`src/rtl/conv_pkg.sv`:
```
// Shared types and constants for the convolution datapath.
package conv_pkg;

    localparam int PIXEL_W     = 8;
    localparam int IMAGE_MAX_W = 1920;
    localparam int WIN_K       = 3;

    typedef logic [PIXEL_W-1:0] pixel_t;

    // Window layout: [r][c], r=0 is the oldest row, c=0 is the oldest column.
    typedef pixel_t [WIN_K-1:0][WIN_K-1:0] win_t;

    typedef enum logic [1:0] {
        IDLE = 2'd0,
        FILL = 2'd1,
        RUN  = 2'd2
    } win_state_t;

endpackage

```
`src/rtl/conv_win_col_sr.sv`:
```
// Two-deep enabled shift register holding the two previous columns of one window row.
module conv_win_col_sr
    import conv_pkg::*;
(
    input  logic               clk,
    input  logic               arst,
    input  logic               en,
    input  logic [PIXEL_W-1:0] din,
    output logic [PIXEL_W-1:0] q_old,
    output logic [PIXEL_W-1:0] q_new
);

    // Shift the newest column in on every accepted pixel; the older one moves down.
    always_ff @(posedge clk or posedge arst) begin
        if (arst) begin
            q_old <= '0;
            q_new <= '0;
        end else if (en) begin
            q_old <= q_new;
            q_new <= din;
        end
    end

endmodule

```
`src/rtl/conv_win_asm.sv`:
```
// 3x3 window assembler: tracks frame/line position, forms windows from the
// live column plus two stored columns, and presents them through one
// registered valid/ready stage.
module conv_win_asm
    import conv_pkg::*;
#(
    parameter int IMAGE_MAX_W = conv_pkg::IMAGE_MAX_W
) (
    input  logic                             clk,
    input  logic                             arst,
    input  logic                             in_vld_i,
    output logic                             in_rdy_o,
    input  logic [PIXEL_W-1:0]               col0_i,
    input  logic [PIXEL_W-1:0]               col1_i,
    input  logic [PIXEL_W-1:0]               col2_i,
    input  logic                             sof_i,
    input  logic                             eol_i,
    input  logic                             eof_i,
    output logic                             win_vld_o,
    input  logic                             win_rdy_i,
    output logic [WIN_K*WIN_K*PIXEL_W-1:0]   win_o,
    output logic                             win_sof_o,
    output logic                             win_eol_o,
    output logic                             win_eof_o,
    output logic                             err_o
);

    localparam int XW = $clog2(IMAGE_MAX_W + 1);
    localparam logic [XW-1:0] XMAX = XW'(IMAGE_MAX_W);
    localparam logic [XW-1:0] XONE = XW'(1);
    localparam logic [XW-1:0] XTWO = XW'(2);

    win_state_t          state;
    logic [XW-1:0]       xcnt;
    logic [1:0]          ycnt;
    logic                first_pend;
    logic                acc;
    logic                emit;
    pixel_t              row_in [WIN_K];
    pixel_t              sr_old [WIN_K];
    pixel_t              sr_new [WIN_K];
    win_t                win_next;
    win_t                win_q;

    assign in_rdy_o = ~win_vld_o | win_rdy_i;
    assign acc      = in_vld_i & in_rdy_o;

    // A sof pixel is column 0 of a new frame, so it never closes an old-frame window.
    assign emit = acc && (state == RUN) && (xcnt >= XTWO) && !sof_i;

    // Row 0 of the window is the oldest image row (line buffer 1).
    assign row_in[0] = col2_i;
    assign row_in[1] = col1_i;
    assign row_in[2] = col0_i;

    for (genvar r = 0; r < WIN_K; r++) begin : g_row
        conv_win_col_sr u_sr (
            .clk   (clk),
            .arst  (arst),
            .en    (acc),
            .din   (row_in[r]),
            .q_old (sr_old[r]),
            .q_new (sr_new[r])
        );
    end

    // Window = two stored columns plus the live column, formed combinationally.
    always_comb begin
        win_next = '0;
        for (int r = 0; r < WIN_K; r++) begin
            win_next[r][0] = sr_old[r];
            win_next[r][1] = sr_new[r];
            win_next[r][2] = row_in[r];
        end
    end

    // Frame FSM with column/row counters and the sticky overflow flag.
    always_ff @(posedge clk or posedge arst) begin
        if (arst) begin
            state      <= IDLE;
            xcnt       <= '0;
            ycnt       <= '0;
            first_pend <= 1'b0;
            err_o      <= 1'b0;
        end else if (acc) begin
            if (sof_i) begin
                xcnt       <= eol_i ? '0 : XONE;
                ycnt       <= eol_i ? 2'd1 : 2'd0;
                first_pend <= 1'b1;
                err_o      <= 1'b0;
                state      <= eof_i ? IDLE : FILL;
            end else begin
                if (eol_i) begin
                    xcnt <= '0;
                end else if (xcnt != XMAX) begin
                    xcnt <= xcnt + XONE;
                end
                if (state != IDLE && xcnt == XMAX && !eol_i) begin
                    err_o <= 1'b1;
                end
                if (emit) begin
                    first_pend <= 1'b0;
                end
                if (state == FILL && eol_i) begin
                    ycnt <= ycnt + 2'd1;
                    if (ycnt == 2'd1) begin
                        state <= RUN;
                    end
                end
                if (eof_i) begin
                    state <= IDLE;
                end
            end
        end
    end

    // Output stage: load on emit, hold while downstream stalls, drop valid on handshake.
    always_ff @(posedge clk or posedge arst) begin
        if (arst) begin
            win_q     <= '0;
            win_vld_o <= 1'b0;
            win_sof_o <= 1'b0;
            win_eol_o <= 1'b0;
            win_eof_o <= 1'b0;
        end else if (emit) begin
            win_q     <= win_next;
            win_vld_o <= 1'b1;
            win_sof_o <= first_pend;
            win_eol_o <= eol_i;
            win_eof_o <= eof_i;
        end else if (win_rdy_i) begin
            win_vld_o <= 1'b0;
        end
    end

    assign win_o = win_q;

endmodule

```
`config.mk`:
```
export PLATFORM = sky130hd
export DESIGN_NAME = conv_win_asm
export DESIGN_NICKNAME = d
export VERILOG_FILES = /design/src/rtl/conv_pkg.sv /design/src/rtl/conv_win_col_sr.sv /design/src/rtl/conv_win_asm.sv
export SDC_FILE = /design/constraint.sdc
export NUM_CORES = 1
export LEC_CHECK = 0
export ABC_AREA = 0
export CAP_MARGIN = 20
export CORE_ASPECT_RATIO = 1.1
export CORE_MARGIN = 8
export CORE_UTILIZATION = 50
export CTS_CLUSTER_DIAMETER = 150
export DETAILED_ROUTE_END_ITERATION = 8
export PLACE_DENSITY = 0.77
export SYNTH_ARGS = -nofsm -noshare
export SYNTH_HDL_FRONTEND = slang
export SYNTH_SLANG_ARGS = --single-unit
```
`constraint.sdc`:
```
create_clock -name clk -period 7.4 [get_ports clk]
set_input_delay 2.22 -clock clk [delete_from_list [all_inputs] [get_ports clk]]
set_output_delay 2.22 -clock clk [all_outputs]
set_load 0.05 [all_outputs]
```
======== Word level (Yosys, flattened, before mapping) ========
Index checks and enable logic that the tools add are counted.
word-level totals
  register bits ........................... 141
  input bits .............................. 31
  ROM bits ................................ 0
  RAM bits ................................ 0
  memories kept ........................... 0
  logic and storage cells ................. 74
  latch bits .............................. 0
cells by class
  multiplexer cells ....................... 18
  $lt $le $gt $ge ......................... 1
  reductions and logical operators ........ 21
  bitwise logic cells ..................... 3
  shifts and indexed selects .............. 0
  div/mod/pow operators ................... 0
  add/sub/neg operators ................... 2
  multiply operators ...................... 0
  equality and inequality tests ........... 5
operators with widths
  kind                                                                                   count
  11-bit two-way mux                                                                     3
  2-bit two-way mux                                                                      6
  11-bit by 1-bit adder with 11-bit output (second input constant)                       1
  11-bit equality test (second input constant)                                           1
  11-bit by 2-bit greater-or-equal comparator with 1-bit output (second input constant)  1
  11-bit inequality test (second input constant)                                         1
  2-bit nonzero test                                                                     5
  1-bit two-way mux                                                                      9
  3-bit nonzero test                                                                     3
  2-bit AND reduction                                                                    4
  1-bit logical AND                                                                      6
  2-bit by 1-bit equality test with 1-bit output (second input constant)                 2
  3-bit AND reduction                                                                    1
  2-bit by 1-bit adder with 2-bit output (second input constant)                         1
  2-bit equality test (second input constant)                                            1
  1-bit zero test                                                                        2
  1-bit AND                                                                              1
  1-bit NOT                                                                              1
  1-bit OR                                                                               1

======== Depth between registers and ports, before layout ========
Gate-level depths: netlist of run 1.
  depth after elaboration ................. 8
  gate-level depth with buffers ........... 9

======== By module ========
Synthesis of run 1 repeated with hierarchy kept, for this count alone.
unflattened totals
  cells, all modules ...................... 381
  area total of the unflattened synthesis .. 5,798.1 sq um
modules (own cells, without submodules)
  module           sequential area each (sq um)  instances  cells an instance  area an instance (sq um)
  conv_win_asm     2,327.2                       1          276                3,838.7
  conv_win_col_sr  400.4                         3          35                 653.1

======== Worst setup path after synthesis of run 1 ========
OpenSTA, ideal clock, no wires.
  path kind ............................... input port to output port
  from .................................... in win_rdy_i
  to ...................................... out in_rdy_o
  data required time ...................... 5.180 ns
  data arrival time ....................... 2.548 ns
  path buffers ............................ 1
  path slack .............................. 2.632 ns
  stages on the path ...................... 2
  cells stage by stage .................... nand2b_1 > buf_4
between the ends
  word-level cells in the longest chain between the ends .. 1
ends and longest elaborated chain
  item         line                RTL
  from (decl)  conv_win_asm.sv:20  input logic win_rdy_i,
  1-bit OR     conv_win_asm.sv:45  assign in_rdy_o = ~win_vld_o | win_rdy_i;
  to (decl)    conv_win_asm.sv:12  output logic in_rdy_o,
No other way between the ends.

======== Worst setup path in the final report of run 1 ========
Same ends and word-level chain as after synthesis.

==> results.rst, run 1 <==
.. list-table::
   :header-rows: 1

   * - Metric
     - Value
   * - Result of the run
     - completed
   * - Net count of the mapped netlist
     - 515
   * - Die W
     - 118 microns
   * - Floorplan core area
     - 11,300 sq um
   * - Clock insertion delay at the later pin of the skew report
     - 0.41 ns
   * - All-Layer GR Usage
     - 0.171
   * - Die Ht
     - 128 microns
   * - DR WL/cell
     - 16.4 microns
   * - Kind of path behind the tightest hold check
     - reg2reg
   * - Number of setup violations in the final report
     - 0
   * - Antenna Violating Nets Remaining
     - 0
   * - Crit path arrival time
     - 3.79 ns
   * - Post CTS Setup Buffer Count
     - 0
   * - Predominant post-synthesis flop cell
     - sky130_fd_sc_hd__dfrtp_1
   * - Number of warnings reported in the yosys synthesis log
     - 0
   * - CTS tree
     - built
   * - Mean area per synthesized cell
     - 11.8 sq um
   * - Antenna violations before repair
     - 0
   * - Peak supply drop
     - 0.000189 V
   * - Max Freq
     - 166 MHz
   * - Post-synth ARST share
     - 1.00
   * - Die outline area
     - 15,000 sq um
   * - Number of max-slew violations in the final report
     - 0
   * - Number of clock buffers inserted by TritonCTS
     - 17
   * - Final worst clock skew
     - 0.00833 ns
   * - Violation count after the first detailed-route iteration
     - 251
   * - Post-Route M1 WL
     - 5060 microns
   * - DRC viols
     - 0
   * - Total met2 wirelength after detailed routing
     - 6150 microns
   * - Max-slew headroom
     - 0.289
   * - Largest net degree at the start of global routing
     - 89
   * - Most numerous cell in the Yosys netlist
     - sky130_fd_sc_hd__nand2_1
   * - Number of buffer cells added on primary ports
     - 108
   * - Final number of hold-violating endpoints
     - 0
   * - Design Area, Final
     - 7370 sq um
   * - Synth unique cells
     - 38
   * - Area of the mapped netlist
     - 5680 sq um
   * - HPWL after DPL
     - 7940 microns
   * - Unrepaired setup endpoints after global routing
     - no
   * - Post-synth top cells
     - 154 x sky130_fd_sc_hd__nand2_1, 141 x sky130_fd_sc_hd__dfrtp_1, 39 x sky130_fd_sc_hd__mux2_1
   * - Initial cell density of the core
     - 0.503
   * - Sequential element share of the synthesized area
     - 0.622
   * - Startpoint kind of the worst setup timing path
     - input pin
   * - Final Non-Filler Cells
     - 748
   * - Global-route wire length before repair
     - 20,400 microns
   * - Library cell with the largest summed area after synthesis
     - sky130_fd_sc_hd__dfrtp_1
   * - Avg Vias per Cell
     - 5.17
   * - Met3 WL
     - 720 microns
   * - CTS Hold Buffers Added
     - 0
   * - Class of the most critical setup path
     - in2out
   * - Highest metal used
     - met4
   * - DR vias
     - 3,867
   * - Clock tree root driver cell
     - sky130_fd_sc_hd__clkbuf_16
   * - Crit end category
     - primary output
   * - Required time of the critical path
     - 5.18 ns
   * - Antenna Diode Count
     - 0
   * - Actual transition at the worst max-transition pin
     - 1.07 ns
   * - Cell total after placement
     - 716
   * - Count of flip-flops with a built-in enable after synthesis
     - 0
   * - Portion of synthesized cell area occupied by the leading cell type
     - 0.622
   * - Number of sinks on the clock net
     - 141
   * - Area growth, synth to finish
     - 29.9%
   * - Layout cells sized above 1
     - 0.122
   * - Number of levels the H-tree was split into
     - 4
   * - Routability Congestion
     - 0.758
   * - #FFs+latches synth
     - 141
   * - # IOs
     - 109
   * - DRT Pass-1 Iters
     - 5
   * - Cell Pwr Density
     - 288 nW/um^2
   * - Most area-consuming cells after synthesis
     - sky130_fd_sc_hd__dfrtp_1 62%, sky130_fd_sc_hd__nand2_1 10%, sky130_fd_sc_hd__mux2_1 7.7%
   * - Utilization of the core after routing
     - 0.653
   * - Hold Worst Slack
     - 0.465 ns
   * - Gate Count Post-Synth
     - 480
   * - Clk slew on worst S/H paths
     - 0.05 ns
   * - Remaining global-route overflow
     - 0
   * - CP Max Fanout
     - 8
   * - Total detailed-routing wirelength
     - 12,300 microns
   * - Number of placement rows
     - 41
   * - Period minus WS final
     - 6.01 ns
   * - Deepest clock path buffer count
     - 2
   * - Max-capacitance violation count
     - 0
   * - Placed cell areas
     - 6810 sq um
   * - Crit share post-route
     - 0.812
   * - Post-cts gate resize count
     - 0
   * - Final Net Count
     - 620
   * - Reported leakage power
     - 3.63 nW
   * - Number of global-route vias before repair
     - 4,022
   * - Setup TNS
     - 0 ns
[power breakdown]
part	internal (mW)	leakage (nW)	total [mW]	switching, mW
clock network	0.511	0.275	0.803	0.292
registers	0.853	1.86	0.901	0.0476
logic	0.148	1.50	0.422	0.273
[worst max-delay path: stages]
cell and delay [ns]:
sky130_fd_sc_hd__clkdlybuf4s50_1 0.45, sky130_fd_sc_hd__nand2b_1 0.26, sky130_fd_sc_hd__clkdlybuf4s50_1 0.86
[state kept, by name, indices dropped and copies added (netlist names)]
name / flops
win_vld_o: 1
g_row.u_sr.q_old: 24
state: 2
xcnt: 11
win_o: 72
first_pend: 1
win_eof_o: 1
g_row.u_sr.q_new: 24
win_eol_o: 1
ycnt: 2
err_o: 1
win_sof_o: 1
[metrics by stage]
step	power, mW	setup slack (ns)
2_1_floorplan	1.18	1.40
3_3_place_gp	1.32	1.41
3_5_place_dp	1.34	1.38
4_1_cts	2.15	1.38
5_1_grt	2.22	1.34
6_report	2.13	1.39
[final timing paths]
kind                                                    start                                 end  slack, ns  depth (start not counted)
min                        g_row[0].u_sr.q_old[4]$_DFFE_PP0P_  g_row[0].u_sr.q_old[4]$_DFFE_PP0P_       0.47                          2
max reg2reg                               xcnt[3]$_DFFE_PP0P_               win_o[10]$_DFFE_PP0P_       4.56                          4
max in group asynchronous                                arst                win_o[5]$_DFFE_PP0P_       3.85                          3
max                                                 win_rdy_i                            in_rdy_o       1.39                          3
min reg2reg                g_row[0].u_sr.q_old[4]$_DFFE_PP0P_  g_row[0].u_sr.q_old[4]$_DFFE_PP0P_       0.47                          2
min in group asynchronous                                arst  g_row[0].u_sr.q_old[6]$_DFFE_PP0P_       2.34                          2
[routing by layer]
layer,vias up,track usage
li1,1834,-
met1,1921,0.194
met3,26,0.0709
met4,0,0.0814
met2,86,0.278
met5,-,0
[cell usage in the layout, fill, tap and decap left out, drive strengths merged]
| master | synthesis | layout |
|---|---|---|
| clkinvlp | 0 | 1 |
| o41ai | 3 | 3 |
| clkinv | 0 | 4 |
| or3 | 2 | 2 |
| or4 | 3 | 3 |
| and3 | 2 | 2 |
| o31ai | 2 | 2 |
| or2 | 1 | 1 |
| o21ai | 12 | 12 |
| a22o | 3 | 3 |
| a21boi | 1 | 1 |
| mux2 | 75 | 75 |
| buf | 11 | 3 |
| o211ai | 1 | 1 |
| nand3 | 7 | 7 |
| and2 | 1 | 1 |
| nor4 | 2 | 2 |
| dfrtp | 141 | 141 |
| a31o | 1 | 1 |
| ha | 4 | 4 |
| nor4bb | 1 | 1 |
| and3b | 1 | 1 |
| inv | 7 | 7 |
| nor4b | 1 | 1 |
| nand2b | 4 | 4 |
| bufinv | 0 | 2 |
| a21oi | 3 | 3 |
| clkdlybuf4s50 | 0 | 108 |
| nand3b | 1 | 1 |
| nand2 | 154 | 154 |
| a2bb2oi | 1 | 1 |
| o311ai | 3 | 3 |
| nand4 | 4 | 4 |
| a31oi | 5 | 5 |
| clkbuf | 14 | 25 |
| nor2 | 9 | 9 |
[cell families after synthesis]
logic type / synth area share
muxes: 0.149
buffers and inverters: 0.0346
DFF: 0.622
and+or+nand+nor: 0.145
adders and majority gates: 0.00882
AOI/OAI and AO/OA: 0.0410
[final cells by class]
cell class	count	area, sq um
Tap cell	150	188
Clock buffer	25	475
Clock inverter	7	87.6
Multi-Input combinational cell	307	1960
Fill cell	887	3910
Inverter	7	31.3
Sequential cell	141	3530
Timing Repair Buffer	111	1100
Note: power is estimated with default switching activity, not from simulation.
==> run 2: changes to the inputs <==
CORE_UTILIZATION = 47   (was 50)
PLACE_DENSITY = 0.76   (was 0.77)
clock period = 5.5 ns   (was 7.4 ns; I/O delays follow)
==> run 2 against run 1 <==
Non-clock buffer count rose by 1. Largest cell class unchanged. Register-to-register slack got worse by 1.9 ns. Sequential power rose by 34%. Final area rose by 0.97%. Die area is 5.5% higher.
==> results.rst, run 2 (synthesis gave the netlist of run 1 again) <==
.. list-table::
   :header-rows: 1

   * - Metric
     - Value
   * - Result of the run
     - completed
   * - Commonest non-fill, non-tap cells in the layout
     - 153 x sky130_fd_sc_hd__nand2_1, 141 x sky130_fd_sc_hd__dfrtp_1, 108 x sky130_fd_sc_hd__clkdlybuf4s50_1
   * - Area growth, synth to finish
     - 31.2%
   * - Die outline area
     - 15,900 sq um
   * - Clock insertion delay at the later pin of the skew report
     - 0.40 ns
   * - End of the worst hold path
     - g_row[2].u_sr.q_old[6]$_DFFE_PP0P_
   * - Endpoint of the worst register-to-register path
     - win_eof_o$_DFFE_PP0P_
   * - Crit end category
     - primary output
   * - Number of max-slew violations in the final report
     - 0
   * - DRT Pass-1 Iters
     - 5
   * - Max-capacitance violation count
     - 0
   * - Required time of the critical path
     - 3.85 ns
   * - Most common cell after layout, fill and taps aside
     - sky130_fd_sc_hd__nand2_1
   * - Overall Power
     - 2.95 mW
   * - Violation count after the first detailed-route iteration
     - 340
   * - DR vias
     - 3,877
   * - Routability Congestion
     - 0.812
   * - Antenna violations before repair
     - 0
   * - Antenna Diode Count
     - 0
   * - Largest net degree at the start of global routing
     - 93
   * - Actual transition at the worst max-transition pin
     - 1.07 ns
   * - Sequential Area
     - 3530 sq um
   * - Antenna Violating Nets Remaining
     - 0
   * - Worst hold path stage count
     - 2
   * - Number of global-route vias before repair
     - 4,080
   * - Number of buffer cells added on primary ports
     - 108
   * - Number of clock buffers inserted by TritonCTS
     - 17
   * - Remaining global-route overflow
     - 0
   * - Clk slew on worst S/H paths
     - 0.06 ns
   * - # IOs
     - 109
   * - CTS tree
     - built
   * - Setup TNS
     - 0 ns
   * - Number of placement rows
     - 42
   * - Worst-path cell chain
     - clkdlybuf4s50_1, nand2b_1, clkdlybuf4s50_1
   * - Total of fill cells in the finished design
     - 963
   * - Final number of hold-violating endpoints
     - 0
   * - All-Layer GR Usage
     - 0.162
   * - Global-route wire length before repair
     - 20,700 microns
   * - Startpoint of the lowest-slack register-to-register path
     - xcnt[3]$_DFFE_PP0P_
   * - CTS Hold Buffers Added
     - 0
   * - Final worst clock skew
     - 0.00742 ns
   * - Floorplan core area
     - 11,900 sq um
   * - Number of flip-flops under the largest register name
     - 72
   * - Kind of path behind the tightest hold check
     - reg2reg
   * - Period minus WS final
     - 4.90 ns
   * - Crit path launch
     - win_rdy_i
   * - Die W
     - 121 microns
   * - Startpoint kind of the worst setup timing path
     - input pin
   * - Deepest clock path buffer count
     - 2
   * - Die Ht
     - 131 microns
   * - CP Max Fanout
     - 8
   * - Total detailed-routing wirelength
     - 12,300 microns
   * - Number of levels the H-tree was split into
     - 4
   * - Clock tree root driver cell
     - sky130_fd_sc_hd__clkbuf_16
   * - Avg Vias per Cell
     - 5.15
   * - Final Net Count
     - 621
   * - HPWL after DPL
     - 7970 microns
   * - Layout cells sized above 1
     - 0.130
   * - Unrepaired setup endpoints after global routing
     - no
   * - Longest individual stage delay on the worst path
     - 0.87 ns
   * - Depth of the most critical reg-to-reg path
     - 4
   * - Post CTS Setup Buffer Count
     - 0
   * - Crit-path most repeated cell
     - sky130_fd_sc_hd__clkdlybuf4s50_1
   * - Peak supply drop
     - 0.000209 V
   * - DR WL/cell
     - 16.4 microns
   * - Area used by multi-input combinational logic
     - 1960 sq um
   * - Post-cts gate resize count
     - 0
   * - Hold path startpoint
     - g_row[2].u_sr.q_old[6]$_DFFE_PP0P_
   * - Crit path arrival time
     - 3.25 ns
   * - Class of the most critical setup path
     - in2out
   * - CP max stage cell
     - sky130_fd_sc_hd__clkdlybuf4s50_1
   * - Max Freq
     - 204 MHz
   * - Number of setup violations in the final report
     - 0
   * - Reported leakage power
     - 3.67 nW
   * - Max-slew headroom
     - 0.284
   * - Cell Pwr Density
     - 397 nW/um^2
   * - Initial cell density of the core
     - 0.476
   * - Register-to-register setup slack
     - 2.62 ns
   * - Number of sinks on the clock net
     - 141
   * - Crit share post-route
     - 0.892
   * - DRC viols
     - 0
run 2: area by class of cell:
cell class,count,area share
clock buffer,23,0.0656
tap,154,0.0259
clock inverter,9,0.0180
inverter,7,0.00420
sequential,141,0.474
multi-input combinational,307,0.263
timing repair buffer,112,0.149
run 2: how the worst max path moves through the flow:
stage	endpoint	slack (ns)	depth (start not counted)
after floorplan	err_o$_DFFE_PP0P_	0.07	1
after global placement	in_rdy_o	0.65	3
after detailed placement	in_rdy_o	0.59	3
after CTS	in_rdy_o	0.59	3
after global routing	in_rdy_o	0.54	3
final	in_rdy_o	0.60	3
run 2: layer usage:
| metal | GRT usage | vias up | part of all wire |
|---|---|---|---|
| met4 | 0.0598 | 0 | 0.014 |
| met1 | 0.189 | 1944 | 0.41 |
| met5 | 0 | - | 0 |
| li1 | - | 1819 | - |
| met3 | 0.0600 | 11 | 0.064 |
| met2 | 0.267 | 103 | 0.51 |
run 2: stage by stage:
step / utilization / cells / hold WS, ns / worst slack, ns / cell area, sq um
after floorplan: - / 480 / 0.439 / 0.0688 / 5680
after global placement: 0.572 / 721 / 0.450 / 0.646 / 6820
after detailed placement: 0.572 / 721 / 0.455 / 0.592 / 6820
after CTS: 0.624 / 753 / 0.471 / 0.591 / 7440
after global routing: 0.624 / 753 / 0.490 / 0.536 / 7440
final: 0.624 / 753 / 0.467 / 0.596 / 7440
run 2: where the power goes:
part           total [mW]  internal [mW]  switching, mW
clock network        1.17          0.763          0.410
logic               0.567          0.200          0.367
registers            1.21           1.15         0.0639
run 2: worst max-delay path, delay by kind of cell:
kind                   cells  cell delay [ns]
buffers and inverters      2             1.33
and+or+nand+nor            1             0.27
==> edit (settings of run 2) <==
Set the package constant `IMAGE_MAX_W` to 3840 (it was 1920).
--- a/src/rtl/conv_pkg.sv
+++ b/src/rtl/conv_pkg.sv
@@ -2,7 +2,7 @@
 package conv_pkg;
 
     localparam int PIXEL_W     = 8;
-    localparam int IMAGE_MAX_W = 1920;
+    localparam int IMAGE_MAX_W = 3840;
     localparam int WIN_K       = 3;
 
     typedef logic [PIXEL_W-1:0] pixel_t;
Formal check against the unedited RTL: no difference found for any inputs over 10 cycles, from zero or initial values and one cycle with arst high; that may be too few to reach the edited logic, so the function may still have changed.
==> edit against run 2 <==
Cell area grew 2.4%; wire length grew 4.5%; worst setup slack gained 0.035 ns; cell count grew 1.3%; sequential cell count grew 1; largest power group unchanged; sequential share of layout area shrank 0.80 points; highest routed layer unchanged; power shrank 4.9%; synthesized area grew 4.4%.
==> edit: results (changes against run 2) <==
adder-cell share of the synthesized area 0.00845 (-0.000371); vias in the first global route 4322 (+5.9%); Largest stage delay, worst path 0.86 ns; Synth Area in Compound Gates 0.0334 (-0.00764); share of layout cells above drive strength 1 0.186 (+0.0563); Crit-path slowest cell clkdlybuf4s50_1; ys async rst share 1.00 (unchanged); wire per inst 16.9 µm (+3.1%); vias per cell 5.23 (+1.6%); internal power 2010 µW (-4.9%); Hold Worst Slack 0.472 ns (+0.00473 ns); first-pass GRT wire length 21600 µm (+4.2%); synthesized net count 521 (+1.2%); H-tree depth 4 (unchanged); mux cell area share after synthesis 0.171 (+0.0218); Worst R2R Setup Slack 2.82 ns (+0.20 ns); status completed; Least-Margin Pin Slew 0.950 ns (-0.125 ns); nets 630 (+1.4%); Iter 0 DRT Violations 267 (-21%); ranking of synthesized cells by area dfrtp_1 60%, mux2_4 9.9%, nand2_1 9.7%, mux2_2 6.8%, buf_12 1.7%; most frequent cells after synthesis 153 x nand2_1, 142 x dfrtp_1, 39 x mux2_4; dpl cells 733 (+1.7%); xor/xnor cell area share of the yosys netlist 0.00148 (+0.00148); synth unique cells 40 (+5.3%); maximum number of pins on one net before global-route repair 107 (+15%); post-synthesis cell count 486 (+1.3%); data arrival time of the critical path 3.22 ns (-0.03 ns); Clk Latency, worst-skew pair 0.41 ns; CP Max Fanout 7 (-1); GP Congestion 0.776 (-4.3%); initial antenna violation count 0 (unchanged); Fill cells 995 (+3.3%); Worst Skew 0.00628 ns (-0.00114 ns); TritonRoute pass-1 iters 6 (+1); Tot GR Track Use 0.167 (+0.00431); HPWL Detailed 8310 µm (+4.2%); Max IR drop VDD 0.000207 V (-0.60%); sequential share of the synthesized area 0.600 (-0.0219); number of synthesized flops with an enable pin 0 (unchanged); Lkg Pwr 0.00385 µW (+5.0%); via count 3991 (+2.9%)
[edit: power groups by stage]
stage | Sequential, µW | Combinational (µW) | Clock (µW)
final | 1210 | 531 | 1070
after global routing | 1220 | 565 | 1140
after CTS | 1210 | 539 | 1090
after detailed placement | 1220 | 536 | 0
after global placement | 1220 | 525 | 0
after floorplan | 1410 | 153 | 0
[edit: path summary, 6_finish.rpt]
path	start	endpoint	cells after the start
hold / removal	g_row[1].u_sr.q_old[3]	g_row[1].u_sr.q_old[3]	2
hold reg to reg	g_row[1].u_sr.q_old[3]	g_row[1].u_sr.q_old[3]	2
setup / recovery	win_rdy_i	in_rdy_o	3
min in group asynchronous	arst	win_o[0]	2
setup reg to reg	xcnt[0]	win_o[16]	7
max in group asynchronous	arst	win_o[7]	3
[edit: per-stage QoR]
stage	cell area (µm²)	worst slack (ns)	total power (µW)	util
6_report	7620	0.632	2810	0.611
5_1_grt	7620	0.591	2920	0.611
4_1_cts	7620	0.622	2840	0.611
3_5_place_dp	7070	0.621	1760	0.567
3_3_place_gp	7070	0.645	1740	0.567
2_1_floorplan	5920	0.0404	1560	-
[edit: cell families (layout without fill, tap and decap cells)]
group,after synthesis,in the layout
xor+xnor,1,1
mux,77,77
compound gates,31,31
flops,142,142
fa+ha+maj,4,4
buf+inv,29,149
simple gates,202,202
[edit: worst min-delay path, stage by stage (launching register included)]
cell	delay, ns
dfrtp_1	0.34
nand2_1	0.05
nand2_1	0.05
[edit: final cells by class]
| cell class | instances | area, µm² | share of cell area |
|---|---|---|---|
| clock buffers | 24 | 492 | 0.0645 |
| clock inverters | 6 | 60.1 | 0.00788 |
| inverters | 6 | 27.5 | 0.00361 |
| multi-input cells | 315 | 2160 | 0.284 |
| flip-flops and latches | 142 | 3550 | 0.466 |
| well taps | 157 | 196 | 0.0258 |
| repair buffers | 113 | 1130 | 0.148 |
[edit: metal layers]
layer	part of all wire	up-vias	GRT usage
met5	0	-	0
met4	0.017	0	0.0676
met3	0.056	21	0.0521
met2	0.50	91	0.273
met1	0.42	2029	0.198
li1	-	1850	-
